File: src/rtl/rr_request_encoder.sv
// Round-robin request encoder: picks one requester fairly and holds its grant
// until release, done pulse or hold timeout, then rotates priority past it.
//
// state   | meaning
// IDLE    | no grant; select the next requester from ptr when enabled
// GRANT   | grant active; watch for enable drop, done, request drop, timeout
// RELEASE | one forced gap cycle with no grant before returning to IDLE
module rr_request_encoder #(
    parameter int N_REQ    = 8,
    parameter int IDX_W    = 3,
    parameter int MAX_HOLD = 16
) (
    input  logic             clk,
    input  logic             rst_n,
    input  logic             enable,
    input  logic [N_REQ-1:0] req_i,
    input  logic             done_i,
    output logic [IDX_W-1:0] grant_idx_o,
    output logic             grant_valid_o,
    output logic             timeout_o
);

    localparam logic [1:0] S_IDLE    = 2'd0;
    localparam logic [1:0] S_GRANT   = 2'd1;
    localparam logic [1:0] S_RELEASE = 2'd2;

    localparam logic [7:0] HOLD_MAX = 8'(MAX_HOLD);

    logic [1:0]       state;
    logic [IDX_W-1:0] ptr;
    logic [7:0]       cnt;

    logic [IDX_W-1:0] sel;
    logic [IDX_W-1:0] k;
    logic             found;
    logic             rel_other;
    logic             rel_timeout;

    // First set request at or above ptr, wrapping modulo N_REQ.
    always_comb begin
        sel   = '0;
        k     = '0;
        found = 1'b0;
        for (int i = 0; i < N_REQ; i++) begin
            k = ptr + IDX_W'(i);
            if (!found && req_i[k]) begin
                sel   = k;
                found = 1'b1;
            end
        end
    end

    // Timeout only counts as the cause when no higher-priority release applies.
    always_comb begin
        rel_other   = !enable || done_i || !req_i[grant_idx_o];
        rel_timeout = !rel_other && (cnt == HOLD_MAX);
    end

    always_ff @(posedge clk or negedge rst_n) begin
        if (!rst_n) begin
            state         <= S_IDLE;
            ptr           <= '0;
            cnt           <= '0;
            grant_idx_o   <= '0;
            grant_valid_o <= 1'b0;
            timeout_o     <= 1'b0;
        end else begin
            timeout_o <= 1'b0;
            case (state)
                S_IDLE: begin
                    if (enable && found) begin
                        grant_idx_o   <= sel;
                        grant_valid_o <= 1'b1;
                        cnt           <= 8'd1;
                        state         <= S_GRANT;
                    end
                end
                S_GRANT: begin
                    if (rel_other || rel_timeout) begin
                        grant_valid_o <= 1'b0;
                        timeout_o     <= rel_timeout;
                        ptr           <= grant_idx_o + IDX_W'(1);
                        state         <= S_RELEASE;
                    end else if (cnt != HOLD_MAX) begin
                        cnt <= cnt + 8'd1;
                    end
                end
                S_RELEASE: begin
                    state <= S_IDLE;
                end
                default: begin
                    state         <= S_IDLE;
                    grant_valid_o <= 1'b0;
                end
            endcase
        end
    end

endmodule

File: config.mk
export PLATFORM = sky130hd
export DESIGN_NAME = rr_request_encoder
export DESIGN_NICKNAME = d
export VERILOG_FILES = /design/src/rtl/rr_request_encoder.sv
export SDC_FILE = /design/constraint.sdc
export NUM_CORES = 1
export LEC_CHECK = 0
export BUFFER_PORTS_ARGS = -buffer_cell sky130_fd_sc_hd__buf_2
export CAP_MARGIN = 20
export CORE_MARGIN = 2
export CORE_UTILIZATION = 54
export DETAILED_ROUTE_END_ITERATION = 8
export GPL_ROUTABILITY_DRIVEN = 0
export PLACE_DENSITY = 0.73
export SLEW_MARGIN = 20
export SYNTH_ARGS = -nofsm -noshare
export SYNTH_HDL_FRONTEND = slang
export SYNTH_SLANG_ARGS = --single-unit
File: constraint.sdc
create_clock -name clk -period 3.12 [get_ports clk]
set_clock_uncertainty 0.15 [all_clocks]
set_input_delay 0.468 -clock clk [delete_from_list [all_inputs] [get_ports clk]]
set_output_delay 0.468 -clock clk [all_outputs]
set_load 0.005 [all_outputs]
# Word-level counts from Yosys, hierarchy flattened
# Index checks and enable logic that the tools add are counted.
# Widths: inputs -> output; s select.
[word_totals] regBits=18 latch_bits=0 ram_bits=0 romBits=0 input_bits=12 output_inout_bits=5 elab_cells=108 memories=0
[op_classes] add_sub_neg=9 mul=0 div_mod_pow=0 order_cmp=9 eq_ne=8 n_shift=0 muxes=46 bitwise_logic=1 n_reduce_logical=29
[ops] op="$lt 3x4->1 const B" n=9
[ops] op="$bmux 1 s3" n=9
[ops] op="$mux 3" n=8
[ops] op="$mux 8" n=3
[ops] op="$mux 1" n=21
[ops] op="$pmux 8 s2" n=1
[ops] op="$add 3x3->3 const B" n=4
[ops] op="$logic_not 1->1" n=10
[ops] op="$logic_and 1x1->1" n=9
[ops] op="$add 8x1->8 const B" n=1
[ops] op="$eq 8x5->1 const B" n=1
[ops] op="$ne 2x2->1 const B" n=4
[ops] op="$ne 8x5->1 const B" n=1
[ops] op="$add 3x1->3 const B" n=2
[ops] op="$add 3x2->3 const B" n=2
[ops] op="$reduce_and 2->1" n=3
[ops] op="$mux 2" n=2
[ops] op="$pmux 2 s2" n=1
[ops] op="$reduce_and 4->1" n=1
[ops] op="$logic_or 1x1->1" n=3
[ops] op="$pmux 1 s3" n=1
[ops] op="$reduce_and 3->1" n=1
[ops] op="$eq 2x1->1 const B" n=1
[ops] op="$eq 2x2->1 const B" n=1
[ops] op="other kinds (3)" n=3

# Logic depth before layout (Yosys ltp)
# Gate-level depths: netlist (run 1).
[depth] ltp_word=27 depth_mapped=13

# Worst setup path after synthesis (run 1)
# OpenSTA, ideal clock, no wires.
[synth_timing] path_kind="flip-flop to flip-flop" start="register ptr[1]" end="register cnt[3]" setup_time_ns=0.121 arrival_ns=3.092 slack_ns=-0.244 stages_incl_launch_ff=14 path_cell_list="dfrtp_1 -> buf_2 -> buf_2 -> clkinv_1 -> ha_1 -> buf_6 -> mux4_2 -> mux2i_4 -> nand4_2 -> o31a_1 -> buf_6 -> o2111ai_1 -> xor2_1 -> nor2_1"
[synth_via] elab_chain_len=27
[synth_lines] element="from (decl)" line_no="30" rtl="logic [IDX_W-1:0] ptr;"
[synth_lines] element="from (signal assigned)" line_no="82" rtl="ptr <= grant_idx_o + IDX_W'(1);"
[synth_lines] element="branches (longest 23 deep; another with $add 3x1->3)"
[synth_lines] element="$mux 1 (*)" line_no="46" rtl="if (!found && req_i[k]) begin"
[synth_lines] element="$logic_and 1x1->1 (*)" line_no="71" rtl="if (enable && found) begin"
[synth_lines] element="$ne 2x2->1 (no source line) (*)"
[synth_lines] element="$reduce_and 4->1 (no source line) (*)"
[synth_lines] element="to (signal assigned)" line_no="85" rtl="cnt <= cnt + 8'd1;"
[synth_lines] element="to (decl)" line_no="31" rtl="logic [7:0] cnt;"
# Mark *: on every way between the ends. The select of a mux whose other input is x is not followed.
# A chain may end at the register's enable or synchronous reset.

# Final worst setup path (run 1)
[layout_timing] start="register ptr[0]" end="register grant_idx_o[2]"
[layout_via] elab_chain_len=26
[layout_lines] element="branches (longest 26 deep; another with $add 3x1->3)"
[layout_lines] element="to (signal assigned)" line_no="72" rtl="grant_idx_o <= sel;"
[layout_lines] element="to (decl)" line_no="18" rtl="output logic [IDX_W-1:0] grant_idx_o,"
# Parallel ways; which one is timed is not known. The select of a mux whose other input is x is not followed.

==> metrics.txt, run 1 <==
DP Wirelength=3.83 mm; Initial Utilization=57.4%; Total Power=2.61 mW; ANT cells=0; clk buf depth=2; total wire length=5.00 mm; Avg Inst Size Synth=about 10 µm²; Row Count=21; max cap viols=0; initial DRC count=around 190; clk_lat worst skew=about 280 ps; Syn Inst Count=194; GRT overflow=0; DRT Pass-1 Iters=4; Worst path max stage delay=530 ps; Sink Count=18; reg-to-reg endpoint=grant_idx_o[2]; CTS tree=built; synth top area cells=dfrtp_1, mux4_2, mux2i_1, nor2_1, xor2_1; flops & latches, synth=18; adder-cell share of the synthesized area=3.22%; DR DRC count=0; Core Util, Final=65.5%; crit end category=flip-flop; post-synthesis xor/xnor area fraction=4.50%; CTS Buf Count=3; Worst Path Max Fanout=9; power density cells=1170 nW/µm²; Final Max Tran Viols=0; Post-Place Cells=260; YS warnings=0; CP Launch Type=flip-flop; Post-Layout Cell Count=around 270; Layout Nets=239; slowest stage cell, crit path=mux4_2; Crit path top cell by count=a21oi_1; Port Buffers=16; area grow syn2layout=14.1%; multiplexer share of the synthesized area=31.4%; final setup fails=0; top cell type by total area after synthesis=dfrtp_1; Post-DP Area=roughly 2100 µm²; RSZ-0062 raised after global routing=true; measured slew at the worst slew-check pin=a little over 700 ps; Worst EP arrival=3010 ps; # IOs=17; P_leak=around 0.93 nW; Post-Route Setup TNS=0 ps; ys flop type=dfrtp_1; H-tree Lvls=1; Core Area=3390 µm²; Root Buffer=clkbuf_4; Commonest cells post-synth=nor2_1, dfrtp_1, mux4_2, mux2i_1, a21oi_1; Hold Path End=timeout_o; Tot GR Track Use=25.8%; Post-Synthesis Cell Area=1950 µm²; HP Start=done_i; post-route ant nets=0; Routed WL per cell=about 19 µm; Final min period=around 3000 ps; Die H=64.0 µm; fraction of the cycle the final worst path needs=between 90% and 100%; hold path cells=3; vias in the first global route=1710; Yosys top cell area share=23.2%; clock slew at reported path FFs=90 ps; status=finished clean; R2R cell count=10; number of synthesized flops with an enable pin=0; Min-Delay Path Class=in -> reg; DR vias=1770; Max Freq=334 MHz; CP required=3130 ps; final setup margin=122 ps; via-per-instance ratio=6.63; final instance area=2220 µm²; top-count cell post-synth=nor2_1; Synth async-reset ratio=100%; Die Wd=64.0 µm; FF-to-FF Start=ptr[0]; cells along the critical path=inv_1 > ha_4 > mux4_2 > a2111oi_1 > a21oi_1 > mux2i_4 > buf_4 > nand3_1 > a32oi_2 > a21oi_1; post-place setup slack=73.5 ps; Max VDD drop=0.578 mV; Syn Nets=211; fraction of layout cells with a size suffix above 1=~29%; WP buf/inv=2; max_slew headroom=about 53%; Worst Setup SP=ptr[0]; Post-Synth Simple-Gate Area=15.1%; antenna violations before repair=0; first-pass GRT wire length=8.32 mm; Hold Violations, Final=0; Crit path max-delay family=compound AO/OA/AOI/OAI gates; Compound-Gate Fraction of Synth Area=17.4%; fill count=290; largest family of logic cells by synthesized area=multiplexers; Die Area=4100 µm²; kind of critical path=reg -> reg; Seq/Total Area, Yosys=23.2%; Min Hold Slack=a little over 300 ps; pin count of the biggest net entering global routing=19; worst reg-to-reg setup slack=120 ps; post-synth cell types=between 40 and 50
## kinds of logic after synthesis
logic type,count (synthesis)
AOI/OAI and AO/OA,49
adders and majority gates,5
muxes,36
and+or+nand+nor,57
xor gates and xnor gates,10
DFF,18
buffers and inverters,19
## power breakdown
group	total, mW	leakage (nW)	internal, mW	switching (mW)
clock network	0.138	0.0210	0.0710	0.0668
registers	0.426	0.227	0.304	0.122
logic	2.04	0.678	0.988	1.06
total	2.61	0.926	1.36	1.24
## worst min-delay path, delay by kind of cell
family	cells	cell delay (ps)
AND/OR/NAND/NOR	2	150
buffers and inverters	1	90
## flip-flops by register name, indices dropped and copies added, names as in the netlist
| name | flops |
|---|---|
| grant_valid_o | 1 |
| ptr | 3 |
| state | 2 |
| cnt | 8 |
| grant_idx_o | 3 |
| timeout_o | 1 |
## final cells by class
cell class / instances / area [µm²] / area share [%]
Clock buffer: 4 / 36.3 / 1.63
Inverter: 8 / 35.0 / 1.58
Multi-Input combinational cell: 157 / 1420 / 64.1
Sequential cell: 18 / 452 / 20.3
Tap cell: 46 / 57.6 / 2.59
Timing Repair Buffer: 34 / 218 / 9.80
## worst max path at each step
stage | end | slack (ps) | depth (start not counted)
final | grant_idx_o[2] | 120 | 10
after global routing | grant_idx_o[2] | -30 | 10
after CTS | grant_idx_o[2] | 60 | 10
after detailed placement | grant_idx_o[2] | 70 | 10
after global placement | grant_idx_o[2] | 110 | 10
after floorplan | cnt[3] | 20 | 13
## layer usage
layer / vias up / track usage (%) / part of all wire [%]
met5: - / 0 / 0
met1: 856 / 34.9 / 39
met3: 12 / 2.64 / 8.6
met2: 97 / 43.2 / 50
li1: 805 / - / -
met4: 0 / 8.42 / 2.4
## cell usage in the layout (no fill, tap or decap), types with 4 or more instances in the layout
cell type and instances:
nor2b_1 5, inv_1 6, a21oi_1 11, mux4_2 14
nor2_1 22, o211ai_1 4, mux2i_1 13, dfrtp_1 17
buf_4 17, ha_1 4, o21ai_0 6, mux2_2 4
xor2_1 8, nand3_1 4, buf_2 16, nand2_1 9
## timing repair
item / CTS / global route
hold buffers: 1 / 0
endpoints found under the hold margin: 18 / 0
gates resized for setup: 0 / 5
endpoints found under the setup margin: 0 / 6
buffers inserted: 0 / 2
Note: power is estimated with default switching activity, not from simulation.
==> inputs of run 2 (changes only) <==
==> constraint.sdc (replaced) <==
create_clock -name clk -period 3.12 [get_ports clk]
set_clock_uncertainty 0.15 [all_clocks]
set_input_delay 0.156 -clock clk [delete_from_list [all_inputs] [get_ports clk]]
set_output_delay 0.156 -clock clk [all_outputs]
set_load 0.005 [all_outputs]
==> metrics.txt, run 2 (synthesis results as in run 1) <==
Die Area=4100 µm²; Worst Path Max Fanout=9; vias in the first global route=1729; first-pass GRT wire length=around 8.4 mm; total wire length=just over 5 mm; post-route ant nets=0; DP Wirelength=between 3 and 4 mm; via-per-instance ratio=6.62; clk_lat worst skew=280 ps; H-tree Lvls=1; Initial Utilization=57.4%; Final Max Tran Viols=0; Layout Nets=241; status=finished clean; leading cell type in the layout, fill and taps excluded=nor2_1; Row Count=21; final instance area=between 2000 and 2500 µm²; DRT Pass-1 Iters=4; pin count of the biggest net entering global routing=19; fraction of layout cells with a size suffix above 1=between 20% and 30%; ANT cells=0; RSZ-0062 raised after global routing=true; largest registers=cnt x8, grant_idx_o x3, ptr x3; slowest stage cell, crit path=mux4_2; antenna violations before repair=0; measured slew at the worst slew-check pin=700 ps; clk buf depth=2; max cap viols=0; CP required=3130 ps; GRT overflow=0; clock slew at reported path FFs=100 ps; Max Freq=332 MHz; kind of critical path=reg -> reg; Hold Violations, Final=0; Crit path top cell by count=a21oi_1; Crit path max-delay family=compound AO/OA/AOI/OAI gates; worst reg-to-reg setup slack=approximately 100 ps; commonest non-fill, non-tap cells in the layout=nor2_1, dfrtp_1, buf_4; Port Buffers=16; DR DRC count=0; max FFs per register=8; Worst path max stage delay=530 ps; largest reg by FF count=cnt; DR vias=about 1800; Tot GR Track Use=about a quarter; CTS tree=built; GRT met2 Usage=between 40% and 50%; # IOs=17; Core Area=between 3000 and 4000 µm²; area grow syn2layout=15.2%; P_leak=around 0.93 nW; Sink Count=18; power density cells=1170 nW/µm²; initial DRC count=227; Max VDD drop=~0.58 mV; Min-Delay Path Class=in -> async; CTS Buf Count=3; Root Buffer=clkbuf_4; busiest grt layer=met2; Die Wd=64.0 µm; Die H=64.0 µm; Worst EP arrival=3030 ps; CP Launch Type=flip-flop; fill count=288; Final min period=3020 ps; fraction of the cycle the final worst path needs=between 90% and 100%; cells along the critical path=inv_1 > ha_4 > mux4_2 > a2111oi_1 > a21oi_1 > mux2i_4 > buf_4 > nand3_1 > a32oi_2 > a21oi_1; Routed WL per cell=18.7 µm; GR Util met1=35.4%; Post-Route Setup TNS=0 ps; Post-DP Area=2140 µm²; final setup fails=0; crit end category=flip-flop; met3 track utilization from global routing=2.64%; max_slew headroom=between 50% and 60%; WP buf/inv=2
[run 2: cell count changes in the layout (fill, tap and decap cells not counted), sizes merged]
| cell | change |
|---|---|
| dlygate4sd3 | +2 |
[run 2: what timing repair did]
| action | 4_1_cts | 5_1_grt |
|---|---|---|
| buffers inserted | 0 | 2 |
| hold endpoints to repair | 19 | 0 |
| setup endpoints to repair | 0 | 6 |
| hold buffers | 3 | 0 |
| gates resized for setup | 0 | 5 |
[run 2: worst register-to-register path: cells and delay by family (launching register included)]
kind                     cells  cell delay (ps)
AO/OA/AOI/OAI                4              950
multiplexers                 2              710
flip-flops                   1              380
adder cells (fa/ha/maj)      1              360
buffers and inverters        2              260
AND/OR/NAND/NOR              1              100
[run 2: area by class of cell]
cell class	count	area (µm²)	area share (%)
inverter	8	35.0	1.56
clock buffer	4	36.3	1.62
tap	46	57.6	2.57
timing repair buffer	36	238	10.6
sequential	18	452	20.2
multi-input combinational	157	1420	63.5
[run 2: through the flow]
step	hold WS, ps	std cells	total power [mW]	worst slack (ps)	utilization, %
final	168	269	2.61	105	66.1
after global routing	201	269	2.80	-27.4	66.1
after CTS	165	267	2.53	55.6	65.1
after detailed placement	-46.5	260	2.37	73.5	63.2
after global placement	-56.1	260	2.30	108	63.2
after floorplan	-290	194	1.87	16.7	-
[run 2: layer usage]
metal  part of all wire [%]  wire [µm]  vias up
li1                       -          -      810
met1                     41       2040      875
met2                     50       2510       87
met3                    7.3        366       10
met4                    2.2        110        0
met5                      0          0        -
[run 2: final timing paths]
kind                               start        endpoint  cells after the start
min in group clk                  enable        state[1]                      3
min                                rst_n          cnt[2]                      2
max reg2reg                       ptr[0]  grant_idx_o[2]                     10
min reg2reg                grant_valid_o   grant_valid_o                      1
max in group asynchronous          rst_n          ptr[1]                      2
max                               ptr[0]  grant_idx_o[2]                     10
[run 2: power by group]
group / total (mW) / internal, mW / switching [mW] / leakage [nW]
Combinational: 2.05 / 0.992 / 1.06 / 0.684
Sequential: 0.426 / 0.304 / 0.122 / 0.227
Clock: 0.138 / 0.0710 / 0.0666 / 0.0210
Total: 2.61 / 1.37 / 1.24 / 0.932
